## config.mk

```make
export PLATFORM = sky130hd
export DESIGN_NAME = clock_register
export DESIGN_NICKNAME = d
export VERILOG_FILES = /design/src/rtl/clock_pkg.sv /design/src/rtl/clock_field_counter.sv /design/src/rtl/clock_register.sv
export SDC_FILE = /design/constraint.sdc
export NUM_CORES = 1
export LEC_CHECK = 0
export BUFFER_PORTS_ARGS = -buffer_cell sky130_fd_sc_hd__buf_2
export CAP_MARGIN = 5
export CORE_UTILIZATION = 50
export CTS_CLUSTER_DIAMETER = 30
export CTS_CLUSTER_SIZE = 12
export DETAILED_ROUTE_END_ITERATION = 16
export GPL_TIMING_DRIVEN = 0
export HOLD_SLACK_MARGIN = 0.1
export PLACE_DENSITY = 0.77
export SETUP_SLACK_MARGIN = 0.5
export SLEW_MARGIN = 20
export SYNTH_ARGS = -nofsm -noshare
export SYNTH_HDL_FRONTEND = slang
export SYNTH_SLANG_ARGS = --single-unit
```

## constraint.sdc

```tcl
create_clock -name i_clk -period 2.49 [get_ports i_clk]
set_input_delay 0.747 -clock i_clk [delete_from_list [all_inputs] [get_ports i_clk]]
set_output_delay 0.747 -clock i_clk [all_outputs]
set_load 0.01 [all_outputs]
```

## src/rtl/clock_pkg.sv

```systemverilog
// Shared field widths, limits and FSM encoding for the clock register slice.
// The 12-hour limits are used when CLOCK_TWELVE_HOUR_EN is defined.
package clock_pkg;

    localparam int unsigned HOURS_W   = 5;
    localparam int unsigned MINUTES_W = 6;
    localparam int unsigned SECONDS_W = 6;

    localparam int unsigned SECONDS_MAX  = 59;
    localparam int unsigned MINUTES_MAX  = 59;
    localparam int unsigned HOURS_MAX_24 = 23;
    localparam int unsigned HOURS_MAX_12 = 12;

    // 11 -> 12 is where the meridiem flips in 12-hour mode
    localparam int unsigned HOURS_PM_FLIP = 11;

    typedef enum logic [1:0] {
        ST_RUN,
        ST_SET_HOURS,
        ST_SET_MINUTES
    } clock_state_e;

endpackage

```

## src/rtl/clock_field_counter.sv

```systemverilog
// Mod-N field counter: counts MIN_VAL..MAX_VAL, clear loads RESET_VAL.
// wrap is combinational and flags an increment taken at MAX_VAL.
module clock_field_counter #(
    parameter int unsigned WIDTH     = 6,
    parameter int unsigned MIN_VAL   = 0,
    parameter int unsigned MAX_VAL   = 59,
    parameter int unsigned RESET_VAL = 0
) (
    input  logic             i_clk,
    input  logic             i_reset_n,
    input  logic             inc,
    input  logic             clear,
    output logic [WIDTH-1:0] value,
    output logic             wrap
);

    localparam logic [WIDTH-1:0] MIN_V = WIDTH'(MIN_VAL);
    localparam logic [WIDTH-1:0] MAX_V = WIDTH'(MAX_VAL);
    localparam logic [WIDTH-1:0] RST_V = WIDTH'(RESET_VAL);

    assign wrap = inc && (value == MAX_V);

    always_ff @(posedge i_clk or negedge i_reset_n) begin
        if (!i_reset_n) begin
            value <= RST_V;
        end else if (clear) begin
            value <= RST_V;
        end else if (inc) begin
            value <= (value == MAX_V) ? MIN_V : value + 1'b1;
        end
    end

endmodule

```

## src/rtl/clock_register.sv

```systemverilog
// Time-of-day register with hour/minute set modes.
// Define CLOCK_TWELVE_HOUR_EN for 1..12 hours with a PM flag; default is 0..23.
module clock_register
    import clock_pkg::*;
(
    input  logic                 i_clk,
    input  logic                 i_reset_n,
    input  logic                 i_1hz_stb,
    input  logic                 i_slow_set_stb,
    input  logic                 i_fast_set_stb,
    input  logic                 i_fast_set,
    input  logic                 i_set_hours,
    input  logic                 i_set_minutes,
    output logic [HOURS_W-1:0]   o_hours,
    output logic [MINUTES_W-1:0] o_minutes,
    output logic [SECONDS_W-1:0] o_seconds,
    output logic                 o_pm
);

`ifdef CLOCK_TWELVE_HOUR_EN
    localparam int unsigned HR_MIN = 1;
    localparam int unsigned HR_MAX = HOURS_MAX_12;
    localparam int unsigned HR_RST = HOURS_MAX_12;
`else
    localparam int unsigned HR_MIN = 0;
    localparam int unsigned HR_MAX = HOURS_MAX_24;
    localparam int unsigned HR_RST = 0;
`endif

    clock_state_e state_q, state_d;

    logic set_stb;
    logic sec_inc, sec_clr, sec_wrap;
    logic min_inc, min_wrap;
    logic hr_inc, hr_wrap_unused;

    always_ff @(posedge i_clk or negedge i_reset_n) begin
        if (!i_reset_n) begin
            state_q <= ST_RUN;
        end else begin
            state_q <= state_d;
        end
    end

    always_comb begin
        state_d = ST_RUN;
        if (i_set_hours) begin
            state_d = ST_SET_HOURS;
        end else if (i_set_minutes) begin
            state_d = ST_SET_MINUTES;
        end
    end

    assign set_stb = i_fast_set ? i_fast_set_stb : i_slow_set_stb;

    // Kept as separate assigns so the inc->wrap->inc ripple is not a false loop
    assign sec_clr = (state_q == ST_SET_MINUTES);
    assign sec_inc = (state_q != ST_SET_MINUTES) && i_1hz_stb;
    assign min_inc = (state_q == ST_SET_MINUTES) ? set_stb : sec_wrap;
    assign hr_inc  = (state_q == ST_SET_HOURS)   ? set_stb
                                                  : ((state_q == ST_RUN) && min_wrap);

    clock_field_counter #(
        .WIDTH    (SECONDS_W),
        .MIN_VAL  (0),
        .MAX_VAL  (SECONDS_MAX),
        .RESET_VAL(0)
    ) u_seconds (
        .i_clk    (i_clk),
        .i_reset_n(i_reset_n),
        .inc      (sec_inc),
        .clear    (sec_clr),
        .value    (o_seconds),
        .wrap     (sec_wrap)
    );

    clock_field_counter #(
        .WIDTH    (MINUTES_W),
        .MIN_VAL  (0),
        .MAX_VAL  (MINUTES_MAX),
        .RESET_VAL(0)
    ) u_minutes (
        .i_clk    (i_clk),
        .i_reset_n(i_reset_n),
        .inc      (min_inc),
        .clear    (1'b0),
        .value    (o_minutes),
        .wrap     (min_wrap)
    );

    clock_field_counter #(
        .WIDTH    (HOURS_W),
        .MIN_VAL  (HR_MIN),
        .MAX_VAL  (HR_MAX),
        .RESET_VAL(HR_RST)
    ) u_hours (
        .i_clk    (i_clk),
        .i_reset_n(i_reset_n),
        .inc      (hr_inc),
        .clear    (1'b0),
        .value    (o_hours),
        .wrap     (hr_wrap_unused)
    );

`ifdef CLOCK_TWELVE_HOUR_EN
    logic pm_q;

    always_ff @(posedge i_clk or negedge i_reset_n) begin
        if (!i_reset_n) begin
            pm_q <= 1'b0;
        end else if (hr_inc && (o_hours == HOURS_W'(HOURS_PM_FLIP))) begin
            pm_q <= ~pm_q;
        end
    end

    assign o_pm = pm_q;
`else
    assign o_pm = 1'b0;
`endif

endmodule
```

# --- Yosys cells after proc, flatten, opt, wreduce, memory -nomap -nowiden ---
# Index checks and enable logic that the tools add are counted.
word_totals:
  regBits: 19
  input_bits: 8
  out_inout_bits: 18
  word_cells: 29
classes:
  n_addsub: 3
  eq_ne: 6
  n_mux: 10
  reduce_logical: 6
ops:
  columns: ["op", "count"]
  rows:
  - ["$mux W6", 4]
  - ["$add A6 B1 Y6 const B", 2]
  - ["$eq A6 B6 Y1 const B", 2]
  - ["$add A5 B1 Y5 const B", 1]
  - ["$eq A5 B5 Y1 const B", 1]
  - ["$mux W5", 1]
  - ["$logic_and A1 B1 Y1", 4]
  - ["$mux W2", 2]
  - ["$mux W1", 3]
  - ["$eq A2 B1 Y1 const B", 1]
  - ["$eq A2 B2 Y1 const B", 1]
  - ["$logic_not A2 Y1", 1]
  - ["$ne A2 B2 Y1 const B", 1]
  - ["$reduce_bool A2 Y1", 1]

# --- Logic depth before layout (Yosys ltp) ---
# Gate-level depths: netlist (run 1).
depth:
  ltp_word: 7
  ltp_mapped: 5
  mapped_depth_nobuf: 5

# --- By module ---
# Synthesis (run 1) repeated with hierarchy kept, for this count alone.
hier_totals:
  cells_unflattened: 102
  hier_area_um2: 1054.8
modules_own_cells:
  columns: ["mod", "n_inst", "cells_per_inst", "area_per_inst_um2", "seq_area_each_um2"]
  rows:
  - ["clock_field_counter (u_minutes ...)", 2, 33, 329.1, 150.1]
  - ["clock_field_counter (u_hours)", 1, 24, 262.8, 125.1]
  - ["clock_register", 1, 12, 133.9, 50.0]

# --- Least setup slack after synthesis (run 1) ---
# No wires, ideal clock.
synth_path:
  path_type: "register to register"
  startpoint: "register u_seconds.value[0]"
  endpoint: "register u_hours.value[3]"
  setup_ps: 128
  arrival_ps: 1774
  required_ps: 2362
  setup_slack_ps: 589
  path_stages_with_launch: 6
  cell_sequence: "dfrtp_1 -> ha_1 -> or4b_4 -> nor4_4 -> o2111ai_1 -> mux2_1"
synth_via:
  elab_chain_cells: 6
synth_lines:
  columns: ["element", "line_no", "source"]
  rows:
  - ["from (decl)", "clock_field_counter.sv:13", "output logic [WIDTH-1:0] value,"]
  - ["from (signal assigned)", "clock_field_counter.sv:29", "value <= (value == MAX_V) ? MIN_V : value + 1'b1;"]
  - ["$eq A6 B6 Y1", "clock_field_counter.sv:21", "assign wrap = inc && (value == MAX_V);"]
  - ["$logic_and A1 B1 Y1", "clock_field_counter.sv:21", null]
  - ["$mux W1", "clock_register.sv:59", "assign min_inc = (state_q == ST_SET_MINUTES) ? set_stb : sec_wrap;"]
  - ["$logic_and A1 B1 Y1", "clock_field_counter.sv:21", null]
  - ["$logic_and A1 B1 Y1", "clock_register.sv:61", ": ((state_q == ST_RUN) && min_wrap);"]
  - ["$mux W1", "clock_register.sv:60", "assign hr_inc = (state_q == ST_SET_HOURS) ? set_stb"]
  - ["to (signal assigned)", "clock_field_counter.sv:29", null]
  - ["to (decl)", "clock_field_counter.sv:13", null]
# No other way between the ends.
# A chain may end at the register's enable or synchronous reset.

# --- Final worst setup path (run 1) ---
layout_path:
  startpoint: "register u_seconds.value[2]"
  endpoint: "register u_hours.value[3]"
# The elaborated chain is that of the path after synthesis.

==> results.sh, run 1 <==
export IMPL_status="completed"
export IMPL_numCtsBuffers=3
export IMPL_r2r_end="u_hours.value[3]"
export IMPL_cp_max_fo=4
export IMPL_seq_area_frac_synth=0.445
export IMPL_synthDistinctLibCells=40
export IMPL_antenna_left=0
export IMPL_finalMaxSlewViolations=0
export IMPL_drt_initial_drc_count=38
export IMPL_cap_violations=0
export IMPL_p_leak_nw=0.611
export IMPL_io_pins=26
export IMPL_required_ns=2.68
export IMPL_fmax_mhz=519
export IMPL_vias=984
export IMPL_grt_max_degree=20
export IMPL_cp_start_kind="flop"
export IMPL_synth_edf_count=0
export IMPL_hold_violations=0
export IMPL_cts_tree="yes"
export IMPL_hpwl_um=1710
export IMPL_cp_startpoint="u_seconds.value[2]"
export IMPL_path_class="reg -> reg"
export IMPL_cts_root_buf="clkbuf_4"
export IMPL_tightest_slew_ns=0.543
export IMPL_cts_max_path_buffers=2
export IMPL_arrival_ns=2.12
export IMPL_cts_num_sinks=19
export IMPL_setup_tns_final_ns=0
export IMPL_holdWs_ns=0.369
export IMPL_final_nets=152
export IMPL_fin_crit_ns=1.93
export IMPL_synth_async_sr_flop_share=1.00
export IMPL_avgRoutedWirePerCell_um=14.3
export IMPL_grt_overflow=0
export IMPL_max_slew_margin=0.637
export IMPL_die_x_um=48.2
export IMPL_synth_nets=117
export IMPL_fp_dieH_um=48.2
export IMPL_fin_worst_skew_ns=0.000737
export IMPL_cp_slowest_cell="or4b_4"
export IMPL_cpLargestDelayFamily="simple AND/OR/NAND/NOR gates"
export IMPL_synth_seq_cells=19
export IMPL_die_area_um2=2320
export IMPL_first_pass_iters=4
export IMPL_grt_use_total=0.218
export IMPL_drc=0
export IMPL_drive_gt1_frac=0.357
export IMPL_r2r_start="u_seconds.value[2]"
export IMPL_netlist_area_um2=1070
export IMPL_portBuffers=24
export IMPL_pwr_density_cell_nw_per_um2=907
export IMPL_yosysWarnings=0
export IMPL_rsz0062_at_grt="false"
export IMPL_vias_per_cell=5.89
export IMPL_regArea_um2=477
export IMPL_gp_congestion=0.834
export IMPL_core_um2=1980
export IMPL_clk_latency_ns=0.29
export IMPL_reg2reg_slack_ns=0.56
export IMPL_worstSetupEndpoint="u_hours.value[3]"
export IMPL_num_rows=16
export IMPL_p_total_mw=1.20
export IMPL_slowest_delay_ns=0.49
export IMPL_cts_clk_slew_worst_paths_ns=0.11
export IMPL_crit_path_cell_trace="buf_6 -> or4b_4 -> nor4_4 -> o2111ai_2 -> mux2_4"
export IMPL_antenna_found_initial=0
export IMPL_period_share=0.773
export IMPL_final_fill_count=161
export IMPL_hp_class="in -> async"
export IMPL_postCtsHoldBufs=0
export IMPL_area_growth_pct=23.4
export IMPL_grt_pass1_vias=798
export IMPL_start_util=0.539
export IMPL_wirelength_um=2380
export IMPL_multi_input_area_um2=579
export IMPL_crit_cells=5
export IMPL_crit_path_end_kind="flop"
export IMPL_synth_avg_cell_area_um2=10.1
export IMPL_syn_inst=106
export IMPL_setup_viol=0
export IMPL_reg2reg_depth=5
export IMPL_cp_buffers_inverters=1
export IMPL_synth_flop_cell="dfrtp_1"
export IMPL_grt_pass1_wl_um=3420
export IMPL_ir_drop_mv=0.612
export IMPL_htree_num_levels=1
export IMPL_antennaDiodeCount=0
-- logic make-up (layout without fill, tap and decap cells) --
kind of cell,count (synthesis),in the layout,share of synthesized area
compound gates,24,24,0.163
xor+xnor,1,1,0.00821
fa+ha+maj,3,3,0.0352
buf+inv,6,40,0.0328
flops,19,19,0.445
mux,7,7,0.0727
other cells,1,1,0.00351
simple gates,45,45,0.239
-- cells in the mapped netlist (all sizes together) (4+ instances only) --
cell | n | area share
nand2b | 4 | 0.023
nor2 | 10 | 0.035
nand3 | 6 | 0.028
a21oi | 5 | 0.023
nand2 | 8 | 0.028
mux2 | 6 | 0.063
dfrtp | 19 | 0.45
-- metal layers --
layer	GRT usage	routed length (um)
met4	0.106	25
met3	0.0444	92
met1	0.260	1020
met5	0	0
met2	0.371	1240
-- layout make-up --
class,count,share of cell area
multi-input combinational,81,0.440
sequential,19,0.362
timing repair buffer,30,0.125
tap,27,0.0256
buffer,5,0.0237
clock buffer,3,0.0171
clock inverter,1,0.00380
inverter,1,0.00285
-- where the power goes --
group | internal [mW] | total (mW) | switching (mW) | leakage (nW)
Combinational | 0.257 | 0.511 | 0.254 | 0.360
Sequential | 0.407 | 0.530 | 0.123 | 0.233
Clock | 0.0598 | 0.154 | 0.0941 | 0.0177
-- state kept, by name, indices dropped and copies added, names as in the netlist --
signal,cells
u_hours.value,5
u_minutes.value,6
state_q,2
u_seconds.value,6
-- layout by cell type, fill, tap and decap left out, drive strengths merged, types with 2 or more instances in the layout --
cell type   n
a21oi       5
a311oi      2
and3        2
buf        33
clkbuf      5
dfrtp      19
ha          3
mux2        6
nand2       8
nand2b      4
nand3       6
nand3b      3
nand4       2
nor2       10
nor2b       3
nor3        2
nor4        2
o2111ai     2
o211ai      3
o21ai       2
o31ai       3
-- through the flow --
| step | setup WS, ns | area, um2 | utilization | cells |
|---|---|---|---|---|
| 3_5_place_dp | 0.431 | 1220 | 0.616 | 157 |
| 5_1_grt | 0.493 | 1320 | 0.665 | 167 |
| 4_1_cts | 0.507 | 1260 | 0.635 | 162 |
| 6_report | 0.565 | 1320 | 0.665 | 167 |
| 3_3_place_gp | 0.466 | 1220 | 0.616 | 157 |
| 2_1_floorplan | 0.589 | 1070 | - | 106 |
-- what timing repair did --
action,CTS,global route
setup buffers,1,5
resized for setup,1,4
endpoints found under the setup margin,1,4
pin swaps,0,3
-- worst min-delay path by stage --
stage / cells after the start / to / slack (ns) / start
CTS: 1 / u_minutes.value[0] / 0.38 / i_reset_n
finish: 1 / u_minutes.value[4] / 0.37 / i_reset_n
detailed placement: 1 / u_minutes.value[4] / 0.53 / u_minutes.value[4]
global placement: 1 / u_minutes.value[4] / 0.49 / u_minutes.value[4]
floorplan: 0 / state_q[0] / 0.45 / i_reset_n
global route: 1 / u_minutes.value[4] / 0.38 / i_reset_n
No activity file was read; power rests on OpenSTA's default activity.
==> run 2, diff against run 1 <==
Clock period 2.49 ns to 1.91 ns, I/O delays scaled along.
==> run 2 against run 1 <==
Critical path depth is the same. Total power grew 63%. Clock power grew 37%. Final cell count grew 9.6%. Clock-buffer cell count grew 1. Sequential power grew 22%.
==> results.sh, run 2 (synthesized netlist as in run 1, its figures left out) <==
export IMPL_pwr_density_cell_nw_per_um2=1180
export IMPL_crit_path_end_kind="flop"
export IMPL_gr_usage_met2=0.395
export IMPL_area_growth_pct=54.5
export IMPL_antenna_left=0
export IMPL_layout_common_cells="18 x buf_2, 18 x buf_4, 13 x buf_6, 13 x dfrtp_1, 9 x nor2_1"
export IMPL_hp_class="in -> async"
export IMPL_dp_slack_ns=0.0127
export IMPL_status="completed"
export IMPL_core_um2=1980
export IMPL_fp_dieH_um=48.2
export IMPL_cp_max_fo=4
export IMPL_vias=1078
export IMPL_period_share=0.963
export IMPL_cap_violations=0
export IMPL_wirelength_um=2800
export IMPL_final_nets=168
export IMPL_numCtsBuffers=3
export IMPL_portBuffers=24
export IMPL_tightest_slew_ns=0.557
export IMPL_drt_initial_drc_count=26
export IMPL_grt_use_total=0.230
export IMPL_layout_setup_ws_ns=0.0712
export IMPL_cts_max_path_buffers=2
export IMPL_antennaDiodeCount=0
export IMPL_grt_max_degree=20
export IMPL_cts_tree="yes"
export IMPL_ir_drop_mv=0.709
export IMPL_finalMaxSlewViolations=0
export IMPL_cp_start_kind="flop"
export IMPL_grt_pass1_vias=884
export IMPL_p_leak_nw=0.744
export IMPL_cts_clk_slew_worst_paths_ns=0.11
export IMPL_met3_usage=0.0370
export IMPL_start_util=0.539
export IMPL_fin_worst_skew_ns=0.00481
export IMPL_gp_congestion=0.764
export IMPL_setup_tns_final_ns=0
export IMPL_cts_root_buf="clkbuf_4"
export IMPL_grt_pass1_wl_um=3700
export IMPL_io_pins=26
export IMPL_fin_crit_ns=1.84
export IMPL_holdWs_ns=0.186
export IMPL_grt_overflow=0
export IMPL_num_rows=16
export IMPL_max_slew_margin=0.628
export IMPL_p_total_mw=1.95
export IMPL_vias_per_cell=5.89
export IMPL_first_pass_iters=4
export IMPL_largestRegisters="u_minutes.value (6), u_seconds.value (6), u_hours.value (5)"
export IMPL_drive_gt1_frac=0.558
export IMPL_die_area_um2=2320
export IMPL_hpwl_um=1570
export IMPL_required_ns=2.11
export IMPL_antenna_found_initial=0
export IMPL_clk_latency_ns=0.30
export IMPL_setup_viol=0
export IMPL_drc=0
export IMPL_avgRoutedWirePerCell_um=15.3
export IMPL_path_class="reg -> reg"
export IMPL_arrival_ns=2.04
export IMPL_die_x_um=48.2
export IMPL_fmax_mhz=544
export IMPL_hold_violations=0
export IMPL_use_met1=0.289
export IMPL_final_fill_count=100
export IMPL_htree_num_levels=1
export IMPL_busiest_layer="met2"
export IMPL_postCtsHoldBufs=0
export IMPL_rsz0062_at_grt="true"
export IMPL_cts_num_sinks=19
==> run 2: cell types whose count changed in the layout (fill, tap and decap cells not counted), moves of 3 or more <==
| cell | delta |
|---|---|
| dfrtp_1 | -5 |
| buf_2 | -7 |
| dfrtp_2 | +5 |
| buf_6 | +12 |
| nand3_1 | -3 |
| nand2_1 | -3 |
| buf_4 | +11 |
==> run 2: path summary, 6_finish.rpt <==
path | startpoint | end | slack [ns] | cells past startpoint
max | u_seconds.value[2] | u_hours.value[3] | 0.07 | 5
min | i_reset_n | u_hours.value[0] | 0.19 | 1
max reg2reg | u_seconds.value[2] | u_hours.value[3] | 0.07 | 5
min reg2reg | u_hours.value[2] | u_hours.value[2] | 0.61 | 2
max in group asynchronous | i_reset_n | u_minutes.value[2] | 1.40 | 1
min in group i_clk | i_set_hours | state_q[0] | 0.38 | 1
==> run 2: power by group <==
part	total (mW)	switching, mW	internal [mW]	leakage [nW]
Clock	0.211	0.130	0.0815	0.0150
Sequential	0.647	0.111	0.537	0.227
Combinational	1.09	0.496	0.591	0.503
==> run 2: what timing repair did <==
item                                    4_1_cts  5_1_grt
endpoints found under the setup margin       28       30
resized for setup                            16       23
pin swaps                                     6       12
buffers inserted                             16        6
==> run 2: area by class of cell <==
cell class              count  area [um2]  area share
clock buffers               4        26.3      0.0159
well taps                  27        33.8      0.0205
multi-input cells          81         712       0.432
plain buffers               5        38.8      0.0235
inverters                   1        3.75     0.00228
flip-flops and latches     19         483       0.293
repair buffers             46         352       0.213
==> run 2: per-layer routing <==
layer,vias to the layer above,share of wire
li1,497,-
met1,525,0.42
met2,48,0.50
met3,8,0.052
met4,0,0.030
met5,-,0
==> run 2: worst max-delay path, cell delays in order, from the launching register on <==
cell	delay, ns
dfrtp_1	0.42
buf_6	0.12
or4b_4	0.49
nor4_4	0.24
o2111ai_2	0.15
mux2_4	0.32
==> run 2: per-stage QoR <==
step	instances	area (um2)	utilization
after detailed placement	157	1280	0.645
after global routing	183	1650	0.832
final	183	1650	0.832
after global placement	157	1280	0.645
after floorplan	106	1120	-
after CTS	177	1500	0.756
